===== src/rtl/mips_multicycle_control.sv =====
// mips_multicycle_control: multicycle MIPS control FSM with ready-handshaked memory.
// Define MIPS_JUMP_EN to support j (opcode 000010); otherwise j is decoded as illegal.
module mips_multicycle_control (
  input  logic       CLK,
  input  logic       RST_N,
  input  logic [5:0] OPCODE,
  input  logic [5:0] FUNCT,
  input  logic       ZERO,
  input  logic       MEM_READY,
  output logic       PC_EN,
  output logic       IR_WRITE,
  output logic       IOR_D,
  output logic       MEM_RD,
  output logic       MEM_WR,
  output logic       REG_DST,
  output logic       MEM_TO_REG,
  output logic       REG_WRITE,
  output logic       ALU_SRC_A,
  output logic [1:0] ALU_SRC_B,
  output logic [2:0] ALU_SEL,
  output logic [1:0] PC_SRC,
  output logic       ILLEGAL
);
  typedef enum logic [3:0] {
    FETCH     = 4'd0,
    DECODE    = 4'd1,
    MEM_ADDR  = 4'd2,
    MEM_READ  = 4'd3,
    MEM_WB    = 4'd4,
    MEM_WRITE = 4'd5,
    EXEC_R    = 4'd6,
    R_WB      = 4'd7,
    BRANCH    = 4'd8,
    EXEC_I    = 4'd9,
`ifdef MIPS_JUMP_EN
    I_WB      = 4'd10,
    JUMP      = 4'd11
`else
    I_WB      = 4'd10
`endif
  } state_t;
  state_t state_q, state_d;
  logic pc_en, ir_write;
  always_ff @(posedge CLK or negedge RST_N)
    if (!RST_N) state_q <= FETCH;
    else        state_q <= state_d;
  always_comb begin
    state_d    = FETCH;
    pc_en      = 1'b0;
    ir_write   = 1'b0;
    IOR_D      = 1'b0;
    MEM_RD     = 1'b0;
    MEM_WR     = 1'b0;
    REG_DST    = 1'b0;
    MEM_TO_REG = 1'b0;
    REG_WRITE  = 1'b0;
    ALU_SRC_A  = 1'b0;
    ALU_SRC_B  = 2'b00;
    ALU_SEL    = 3'b000;
    PC_SRC     = 2'b00;
    ILLEGAL    = 1'b0;
    case (state_q)
      FETCH: begin
        MEM_RD    = 1'b1;
        ALU_SRC_B = 2'b01;
        ir_write  = MEM_READY;
        pc_en     = MEM_READY;
        state_d   = MEM_READY ? DECODE : FETCH;
      end
      DECODE: begin
        ALU_SRC_B = 2'b11;
        case (OPCODE)
          6'b000000:            state_d = EXEC_R;
          6'b100011, 6'b101011: state_d = MEM_ADDR;
          6'b000100, 6'b000101: state_d = BRANCH;
          6'b001000, 6'b001010: state_d = EXEC_I;
`ifdef MIPS_JUMP_EN
          6'b000010:            state_d = JUMP;
`endif
          default:              ILLEGAL = 1'b1;
        endcase
      end
      MEM_ADDR: begin
        ALU_SRC_A = 1'b1;
        ALU_SRC_B = 2'b10;
        state_d   = (OPCODE == 6'b101011) ? MEM_WRITE : MEM_READ;
      end
      MEM_READ: begin
        MEM_RD  = 1'b1;
        IOR_D   = 1'b1;
        state_d = MEM_READY ? MEM_WB : MEM_READ;
      end
      MEM_WB: begin
        REG_WRITE  = 1'b1;
        MEM_TO_REG = 1'b1;
      end
      MEM_WRITE: begin
        MEM_WR  = 1'b1;
        IOR_D   = 1'b1;
        state_d = MEM_READY ? FETCH : MEM_WRITE;
      end
      EXEC_R: begin
        ALU_SRC_A = 1'b1;
        state_d   = R_WB;
        case (FUNCT)
          6'b100000: ALU_SEL = 3'b000;
          6'b100010: ALU_SEL = 3'b001;
          6'b100100: ALU_SEL = 3'b010;
          6'b100101: ALU_SEL = 3'b011;
          6'b100110: ALU_SEL = 3'b100;
          6'b101010: ALU_SEL = 3'b111;
          default: begin
            ILLEGAL = 1'b1;
            state_d = FETCH;
          end
        endcase
      end
      R_WB: begin
        REG_WRITE = 1'b1;
        REG_DST   = 1'b1;
      end
      BRANCH: begin
        ALU_SRC_A = 1'b1;
        ALU_SEL   = 3'b001;
        PC_SRC    = 2'b01;
        pc_en     = (OPCODE == 6'b000101) ? ~ZERO : ZERO;
      end
      EXEC_I: begin
        ALU_SRC_A = 1'b1;
        ALU_SRC_B = 2'b10;
        ALU_SEL   = (OPCODE == 6'b001010) ? 3'b111 : 3'b000;
        state_d   = I_WB;
      end
      I_WB: REG_WRITE = 1'b1;
`ifdef MIPS_JUMP_EN
      JUMP: begin
        PC_SRC = 2'b10;
        pc_en  = 1'b1;
      end
`endif
      default: state_d = FETCH;
    endcase
  end
  // FETCH's enables follow MEM_READY, so they must be masked while reset is held
  assign PC_EN    = pc_en & RST_N;
  assign IR_WRITE = ir_write & RST_N;
endmodule


===== config.mk =====
export PLATFORM = sky130hd
export DESIGN_NAME = mips_multicycle_control
export DESIGN_NICKNAME = d
export VERILOG_FILES = /design/src/rtl/mips_multicycle_control.sv
export SDC_FILE = /design/constraint.sdc
export NUM_CORES = 1
export LEC_CHECK = 0
export ABC_AREA = 1
export BUFFER_PORTS_ARGS = -buffer_cell sky130_fd_sc_hd__buf_2
export CAP_MARGIN = 20
export CORE_MARGIN = 1
export CORE_UTILIZATION = 48
export DETAILED_ROUTE_END_ITERATION = 16
export GPL_TIMING_DRIVEN = 0
export PLACE_DENSITY = 0.83
export SETUP_SLACK_MARGIN = 0.02
export SLEW_MARGIN = 20
export SYNTH_ARGS = -nofsm -noshare
export SYNTH_HDL_FRONTEND = slang
export SYNTH_SLANG_ARGS = --single-unit

===== constraint.sdc =====
create_clock -name CLK -period 2.3 [get_ports CLK]
set_input_delay 0.23 -clock CLK [delete_from_list [all_inputs] [get_ports CLK]]
set_output_delay 0.23 -clock CLK [all_outputs]
set_load 0.01 [all_outputs]

==> results by group, run 1 <==
Timing
  – Hold Vio Cnt, Final: 0
  – Final hold slack: 375 ps
  – Final setup fails: 0
  – Total negative slack: 0 ps
  – Fmax: 0.595 GHz
  – RSZ-0062 raised after global routing: false
  – Fin crit period: 1680 ps
  – Fin. max-slew vios: 0
  – Max Clock Skew: 5.25 ps
  – Final period util: 0.730

Setup path
  – RR Endpoint: state_q[2]
  – Highest cell delay on the worst timing path: 430 ps
  – Critical path peak fanout: 6
  – Top Family by Delay on Critical Path: simple AND/OR/NAND/NOR gates
  – Startpoint types: flop
  – Critical path type: reg -> out
  – Reg2reg setup slack: 1090 ps
  – RR Startpoint: state_q[1]
  – CP required: 2070 ps
  – Crit-path cells: nor2_1 -> nand2_1 -> nor2_1 -> nand3_1 -> nand2_1 -> buf_2
  – CP Capture Type: output port
  – Worst Reg-to-Reg Cells: 6
  – CP bufs+invs: 1
  – CP max-delay cell: dfrtp_1
  – Crit path arrival time: 1450 ps

Clock network
  – # H-tree levels: 1
  – CTS root buf: clkbuf_4
  – CTS Hold Buffers Added: 1
  – Post-CTS sizing: 0
  – Clk_lat worst skew: 230 ps
  – Sink Count: 4
  – Num CTS Buffers: 3
  – Reg clk slew, reported paths: 40 ps
  – Max clock buf depth: 2
  – CTS tree: yes
  – Post-CTS Setup Inserts: 0

Synth
  – Synthesis warning total: 0
  – Syn Nets: 146
  – Mapped Area: 668 µm²
  – FF+latch count, synth: 4
  – Leading area contributor after synthesis: nand2_1
  – Avg Cell Area, Syn: 5.14 µm²
  – Mapped Cells: 130
  – Register area share after synthesis: 0.150
  – Yosys cell types: 17
  – Area contributors post-synth: nand2_1 21%, inv_1 16%, dfrtp_1 15%
  – Top cell type's share of synthesized area: 0.208

Global route
  – Initial antenna violation count: 0
  – M1 GR Usage: 0.291
  – GR Overflow Total: 0
  – Gr usage total: 0.244
  – Pin count of the biggest net entering global routing: 8
  – Top Usage Layer GRT: met2
  – First-pass GRT wire length: 2.64 mm
  – Met2 Use GR: 0.458
  – Global routing usage on met3: 0.0398
  – Vias in the first global route: 727

Die
  – Initial Utilization: 0.513
  – Core Box Area: 1300 µm²
  – Core Rows: 13
  – Die Ht: 39.3 µm
  – Die area: 1550 µm²
  – Die width: 39.3 µm
  – I/O pin count: 33

Cells and area
  – Design Area, Final: 875 µm²
  – Antenna cells: 0
  – Highest-count cells in the layout ignoring fill and taps: 37 x nand2_1, 31 x buf_2, 28 x inv_1, 21 x nor2_1, 16 x nand3_1
  – Commonest non-fill, non-tap cell in the layout: nand2_1
  – Area growth, synth to finish: 30.9%
  – Max reg flops: 4
  – Top flop regs: state_q: 4 flops
  – Final-stage net count: 183
  – Share of cells above drive strength 1: 0.273
  – Biggest register: state_q

Route
  – Average routed wire per standard cell: 9.39 µm
  – Post-DRT Antenna Nets: 0
  – Initial DRC Count: 24
  – Vias/cell: 4.77
  – # DRC: 0
  – Wirelength, routed: 1.69 mm
  – 1st-pass router iterations: 4
  – Vias post-DR: 859

Place
  – DP HPWL: 1.41 mm
  – Placed Area: 842 µm²
  – IO Port Bufs: 31
  – Gpl congestion: 0.799

Power
  – Worst-case vdd ir drop: 0.000387 V
  – Power density over the cells: 707 nW/µm²
  – Leak: 0.607 nW

Min path
  – HP Class: in -> async

Flow run
  – Maxcap violations: 0

Status
  – Status: finished, final reports clean
-- cells by family (layout without fill, tap and decap cells) --
logic type / count (synthesis) / after routing / share of synthesized area
compound gates: 10 / 10 / 0.0861
buf+inv: 29 / 64 / 0.169
simple gates: 86 / 86 / 0.590
flops: 4 / 4 / 0.150
other cells: 1 / 1 / 0.00561
-- cell usage after synthesis (all sizes together) --
cell,count
inv,28
buf,1
nand3b,1
o21ai,7
nand2,40
conb,1
dfrtp,4
nand3,16
a21oi,3
nand4,3
nor2,26
-- power breakdown --
part           internal, W   total, W  switching [W]
Combinational     0.000153   0.000411       0.000258
Sequential       0.0000929   0.000123      0.0000302
Clock            0.0000582  0.0000843      0.0000261
Total             0.000304   0.000618       0.000314
-- per-stage QoR --
stage	instances	util	total power [W]	worst slack, ps
6_report	180	0.672	0.000618	621
5_1_grt	180	0.672	0.000683	501
4_1_cts	180	0.672	0.000619	637
3_5_place_dp	176	0.647	0.000531	869
3_3_place_gp	176	0.647	0.000524	897
2_1_floorplan	130	-	0.000395	997
-- metal layers --
metal	part of all wire	wire length, µm	vias up
li1	-	-	467
met2	0.52	879	30
met3	0.046	78	0
met5	0	0	-
met1	0.43	732	362
met4	0	0	0
-- cell type report --
cell class	instances	area [µm²]
Tap cell	15	18.8
Clock buffer	3	22.5
Inverter	28	105
Timing Repair Buffer	32	165
Fill cell	142	427
Sequential cell	4	100
Multi-Input combinational cell	97	455
Buffer	1	7.51
-- worst max-delay path by stage --
| stage | cells past startpoint | to | slack [ps] | from |
|---|---|---|---|---|
| 6_report | 6 | PC_EN | 620 | state_q[1] |
| 3_3_place_gp | 6 | ILLEGAL | 900 | state_q[2] |
| 4_1_cts | 6 | ALU_SEL[2] | 640 | state_q[2] |
| 5_1_grt | 6 | ILLEGAL | 500 | state_q[2] |
| 3_5_place_dp | 7 | ALU_SEL[2] | 870 | OPCODE[5] |
| 2_1_floorplan | 5 | PC_EN | 1000 | state_q[1] |
Power figures use the tool's default switching activity.
==> run 2: changes to the inputs <==
Settings changed: CORE_ASPECT_RATIO set to 1.2, CORE_UTILIZATION 48 to 40, PLACE_DENSITY 0.83 to 0.74.
Clock period 2.3 ns to 1.4 ns, I/O delays scaled along.
==> run 2 against run 1 <==
  * The flow now finishes with violations (negative setup slack)
  * Routed wire length up 25%
  * Sequential cell count stayed put
  * Global-route usage fell by 0.69 points
  * Power up 140%
  * Cell area grew 20%
  * Critical path depth is the same
  * Sequential share of layout area shrank 1.6 points
==> results by group, run 2 (synthesis results as in run 1) <==
Global route
  – Gr usage total: 0.237 (-0.00686)
  – Initial antenna violation count: 0 (unchanged)
  – First-pass GRT wire length: 3.13 mm (+18%)
  – Vias in the first global route: 791 (+8.8%)
  – GR Overflow Total: 0 (unchanged)
  – Pin count of the biggest net entering global routing: 7 (-1)

Die
  – Core Rows: 15 (+2)
  – Core Box Area: 1500 µm² (+15%)
  – Initial Utilization: 0.445 (-0.0685)
  – Die area: 1840 µm² (+19%)
  – Die width: 39.3 µm (unchanged)
  – I/O pin count: 33 (unchanged)
  – Die Ht: 46.8 µm (+19%)

Clock network
  – Max clock buf depth: 2 (unchanged)
  – CTS root buf: clkbuf_4
  – Clk_lat worst skew: 240 ps (about the same)
  – Num CTS Buffers: 3 (unchanged)
  – CTS tree: yes
  – Reg clk slew, reported paths: 40 ps (about the same)
  – Sink Count: 4 (unchanged)
  – # H-tree levels: 1 (unchanged)

Cells and area
  – Util after Layout: 0.700 (+0.0279)
  – Top flop regs: state_q: 4 flops
  – Area growth, synth to finish: 57.3%
  – Final-stage net count: 194 (+6.0%)
  – Design Area, Final: 1050 µm² (+20%)
  – Max reg flops: 4 (unchanged)
  – Highest-count cells in the layout ignoring fill and taps: 32 x nand2_1, 30 x buf_2, 23 x inv_1, 18 x nor2_1, 14 x nand3_1
  – Antenna cells: 0 (unchanged)
  – Share of cells above drive strength 1: 0.432 (+0.159)
  – Commonest non-fill, non-tap cell in the layout: nand2_1
  – Biggest register: state_q

Route
  – # DRC: 0 (unchanged)
  – Wirelength, routed: 2.11 mm (+25%)
  – Post-DRT Antenna Nets: 0 (unchanged)
  – Vias/cell: 4.97 (+4.1%)
  – 1st-pass router iterations: 4 (unchanged)
  – Average routed wire per standard cell: 10.9 µm (+16%)
  – Initial DRC Count: 24 (unchanged)
  – Vias post-DR: 959 (+12%)

Setup path
  – CP required: 1260 ps (-810 ps)
  – CP max-delay cell: dfrtp_2
  – Crit-path cells: nor2_4 -> nand2_2 -> nor2_1 -> nand3_1 -> nand2_1 -> buf_2
  – CP Capture Type: output port
  – Critical path peak fanout: 6 (unchanged)
  – Critical path type: reg -> out
  – Highest cell delay on the worst timing path: 480 ps (+50 ps)
  – Crit path arrival time: 1360 ps (-90 ps)
  – Startpoint types: flop

Timing
  – Fin crit period: 1500 ps
  – Final setup fails: 9 (+9)
  – Max Clock Skew: 7.69 ps (+2.43 ps)
  – Fin. max-slew vios: 0 (unchanged)
  – Hold Vio Cnt, Final: 0 (unchanged)
  – Worst setup slack after layout: -103 ps (-724 ps)
  – Fmax: 0.665 GHz
  – Final period util: 1.07
  – RSZ-0062 raised after global routing: true

Status
  – Status: finished with violations
  – Failing checks: negative setup slack

Place
  – Gpl congestion: 0.808 (+1.1%)
  – Placed Area: 845 µm² (+0.30%)
  – DP HPWL: 1.38 mm (-2.1%)
  – IO Port Bufs: 31 (unchanged)

Min path
  – HP Class: in -> async

Power
  – Tot Pwr: 0.00149 W (+140%)
  – Power share of the clock group: 0.098 (-0.038)
  – Sequential share of power: 0.172 (-0.027)
  – Leak: 0.675 nW (+11%)
  – Internal power: 0.000757 W (+150%)
  – Sw frac: 0.492 (-0.0161)
  – Power density over the cells: 1420 nW/µm² (+100%)
  – Combinational group share of total power: 0.730 (+0.066)
  – Net switching power: 0.000733 W (+130%)
  – Worst-case vdd ir drop: 0.000548 V (+42%)

Flow run
  – Maxcap violations: 0 (unchanged)
==> run 2: layer usage <==
layer	track usage	routed length [µm]	vias up
li1	-	-	490
met3	0.0332	120	10
met5	0	0	-
met4	0.0759	53	0
met1	0.272	791	409
met2	0.443	1140	50
==> run 2: worst paths after layout <==
check | from | endpoint | cells after the start | slack, ps
max in group asynchronous | RST_N | state_q[2] | 2 | 920
hold reg to reg | state_q[2] | state_q[3] | 4 | 820
setup / recovery | state_q[1] | PC_EN | 6 | -100
hold / removal | RST_N | state_q[0] | 2 | 280
setup reg to reg | state_q[2] | state_q[1] | 7 | 100
min in group CLK | OPCODE[4] | state_q[1] | 5 | 370
==> run 2: per-stage QoR <==
stage / cells / setup WS, ps / hold slack [ps] / setup TNS (ps)
2_1_floorplan: 130 / 187 / -156 / 0
5_1_grt: 193 / -172 / 308 / -1000
6_report: 193 / -103 / 283 / -387
4_1_cts: 189 / -70.2 / 274 / -444
3_3_place_gp: 178 / 56.0 / -49.2 / 0
3_5_place_dp: 178 / 68.0 / -48.0 / 0
==> run 2: worst max-delay path, delay by kind of cell, from the launching register on <==
kind,cells,cell delay [ps]
flops,1,480
buf+inv,1,120
simple gates,5,510
==> run 2: layout make-up <==
| class | count | area (µm²) |
|---|---|---|
| Buffer | 1 | 7.51 |
| Clock buffer | 3 | 22.5 |
| Fill cell | 133 | 450 |
| Inverter | 28 | 108 |
| Multi-Input combinational cell | 97 | 523 |
| Sequential cell | 4 | 104 |
| Tap cell | 17 | 21.3 |
| Timing Repair Buffer | 43 | 265 |
==> run 2: power by group through the flow <==
| stage | registers (W) | logic, W | clock network [W] |
|---|---|---|---|
| after floorplan | 0.000192 | 0.000456 | 0 |
| after global placement | 0.000204 | 0.000669 | 0 |
| after detailed placement | 0.000203 | 0.000673 | 0 |
| after CTS | 0.000243 | 0.000915 | 0.000145 |
| after global routing | 0.000258 | 0.00118 | 0.000148 |
| final | 0.000256 | 0.00109 | 0.000146 |
==> run 2: timing repair <==
item,in CTS,in global routing
hold buffers,1,0
buffers inserted,7,5
gates resized for setup,19,15
pin swaps,12,11
endpoints found under the setup margin,9,15
hold endpoints to repair,4,0
==> run 3: changes to the inputs <==
Settings changed: CORE_ASPECT_RATIO 1.2 to unset, CORE_UTILIZATION 40 to 45, PLACE_DENSITY 0.74 to 0.79.
Clock period 1.4 ns to 1.67 ns, I/O delays scaled along.
==> run 3 against run 2 <==
  * Sequential power fell by 32%
  * Clock skew fell by 3.5 ps
  * Global-route usage rose by 0.54 points
  * The flow now finishes without violations
  * Power fell by 38%
  * Sequential share of layout area rose by 1.3 points
  * Routed wire length fell by 15%
  * Cell count fell by 5.7%
  * Clock power fell by 21%
  * Combinational power fell by 42%
  * Critical path type unchanged
==> results by group, run 3 (synthesis results as in run 1) <==
Status
  – Status: finished, final reports clean

Min path
  – HP Class: in -> async

Power
  – Leak: 0.614 nW (-9.1%)
  – Worst-case vdd ir drop: 0.000488 V (-11%)
  – Power density over the cells: 1020 nW/µm² (-28%)

Setup path
  – Startpoint types: flop
  – CP required: 1500 ps (+240 ps)
  – Setup crit start: state_q[0]
  – Critical path peak fanout: 4 (-2)
  – CP bufs+invs: 2 (+1)
  – RR Endpoint: state_q[2]
  – CP max-delay cell: dfrtp_1
  – Worst setup path endpoint: PC_EN
  – Crit path arrival time: 1440 ps (+80 ps)
  – Highest cell delay on the worst timing path: 380 ps (-100 ps)
  – Worst Reg-to-Reg Cells: 6 (-1)
  – Reg2reg setup slack: 410 ps (+310 ps)
  – CP Depth: 7 (+1)
  – CP Capture Type: output port
  – Crit-path cells: buf_4 -> nor2_2 -> nand2_1 -> nor2_1 -> nand3_1 -> nand2_1 -> buf_2
  – Critical path type: reg -> out
  – CP most frequent cell: nand2_1
  – RR Startpoint: state_q[1]
  – Top Family by Delay on Critical Path: simple AND/OR/NAND/NOR gates

Cells and area
  – Multi-input gate area: 468 µm² (-11%)
  – Layout filler cell count: 146 (+9.8%)
  – Top flop regs: state_q: 4 flops
  – Antenna cells: 0 (unchanged)
  – Share of cells above drive strength 1: 0.311 (-0.120)
  – Area growth, synth to finish: 35.2%
  – Register area: 101 µm² (-2.4%)
  – Commonest non-fill, non-tap cell in the layout: nand2_1
  – Max reg flops: 4 (unchanged)
  – Biggest register: state_q
  – Final-stage net count: 185 (-4.6%)
  – Highest-count cells in the layout ignoring fill and taps: 36 x nand2_1, 31 x buf_2, 27 x inv_1, 19 x nor2_1, 16 x nand3_1

Die
  – Die area: 1640 µm² (-11%)
  – I/O pin count: 33 (unchanged)
  – Core Box Area: 1330 µm² (-11%)
  – Die width: 40.5 µm (+3.1%)
  – Initial Utilization: 0.501 (+0.0559)
  – Die Ht: 40.5 µm (-13%)
  – Core Rows: 13 (-2)

Route
  – Vias post-DR: 890 (-7.2%)
  – Post-DRT Antenna Nets: 0 (unchanged)
  – Vias/cell: 4.89 (-1.6%)
  – Average routed wire per standard cell: 9.86 µm (-9.8%)
  – Wirelength, routed: 1.79 mm (-15%)
  – Initial DRC Count: 15 (-38%)
  – # DRC: 0 (unchanged)
  – 1st-pass router iterations: 5 (+1)

Global route
  – Pin count of the biggest net entering global routing: 8 (+1)
  – Initial antenna violation count: 0 (unchanged)
  – Gr usage total: 0.242 (+0.00543)
  – M1 GR Usage: 0.297 (+0.0251)
  – Global routing usage on met3: 0.0500 (+0.0168)
  – Vias in the first global route: 698 (-12%)
  – GR Overflow Total: 0 (unchanged)
  – First-pass GRT wire length: 2.70 mm (-14%)
  – Top Usage Layer GRT: met2
  – Met2 Use GR: 0.429 (-0.0148)

Clock network
  – Sink Count: 4 (unchanged)
  – Clk_lat worst skew: 230 ps (about the same)
  – CTS tree: yes
  – Max clock buf depth: 2 (unchanged)
  – # H-tree levels: 1 (unchanged)
  – Reg clk slew, reported paths: 40 ps (about the same)
  – Num CTS Buffers: 3 (unchanged)
  – CTS root buf: clkbuf_4

Place
  – Gpl congestion: 0.820 (+1.5%)
  – IO Port Bufs: 31 (unchanged)
  – DP HPWL: 1.41 mm (+2.5%)

Timing
  – Max Clock Skew: 4.19 ps (-3.50 ps)
  – Total negative slack: 0 ps (+387 ps)
  – Final hold slack: 289 ps (+6.22 ps)
  – Hold Vio Cnt, Final: 0 (unchanged)
  – Fin. max-slew vios: 0 (unchanged)
  – Fin crit period: 1600 ps
  – Final setup fails: 0 (-9)
  – Fmax: 0.624 GHz
  – Final period util: 0.959
  – RSZ-0062 raised after global routing: true

Flow run
  – Maxcap violations: 0 (unchanged)
-- run 3: what timing repair did --
| item | in CTS | in global routing |
|---|---|---|
| buffers inserted | 0 | 2 |
| hold buffers | 1 | 0 |
| endpoints found under the hold margin | 4 | 0 |
| setup endpoints to repair | 0 | 4 |
| gates resized for setup | 0 | 6 |
-- run 3: worst min-delay path by stage --
stage                       to  slack, ps
CTS                 state_q[0]        270
floorplan           state_q[0]       -130
global route        state_q[1]        300
global placement    state_q[2]        -20
detailed placement  state_q[2]        -20
finish              state_q[0]        290
-- run 3: through the flow --
stage	util	area [µm²]	cells	total power, W	worst slack (ps)
5_1_grt	0.677	903	182	0.00102	3.24
2_1_floorplan	-	668	130	0.000543	430
4_1_cts	0.656	875	180	0.000860	30.4
6_report	0.677	903	182	0.000922	67.8
3_5_place_dp	0.631	842	176	0.000738	281
3_3_place_gp	0.631	842	176	0.000729	301
-- run 3: layer usage --
layer	vias up	share of wire
met5	-	0
met4	0	0
met3	0	0.050
met2	33	0.52
met1	388	0.43
li1	469	-
-- run 3: cell type report --
| class | count | share of cell area |
|---|---|---|
| clock buffers | 3 | 0.0249 |
| well taps | 15 | 0.0208 |
| plain buffers | 1 | 0.00831 |
| flip-flops and latches | 4 | 0.112 |
| repair buffers | 34 | 0.199 |
| multi-input cells | 97 | 0.518 |
| inverters | 28 | 0.116 |
-- run 3: power breakdown --
part / internal (W) / total, W / switching, W
sequential: 0.000129 / 0.000174 / 0.0000454
combinational: 0.000242 / 0.000632 / 0.000391
clock: 0.0000801 / 0.000116 / 0.0000356
total: 0.000450 / 0.000922 / 0.000472
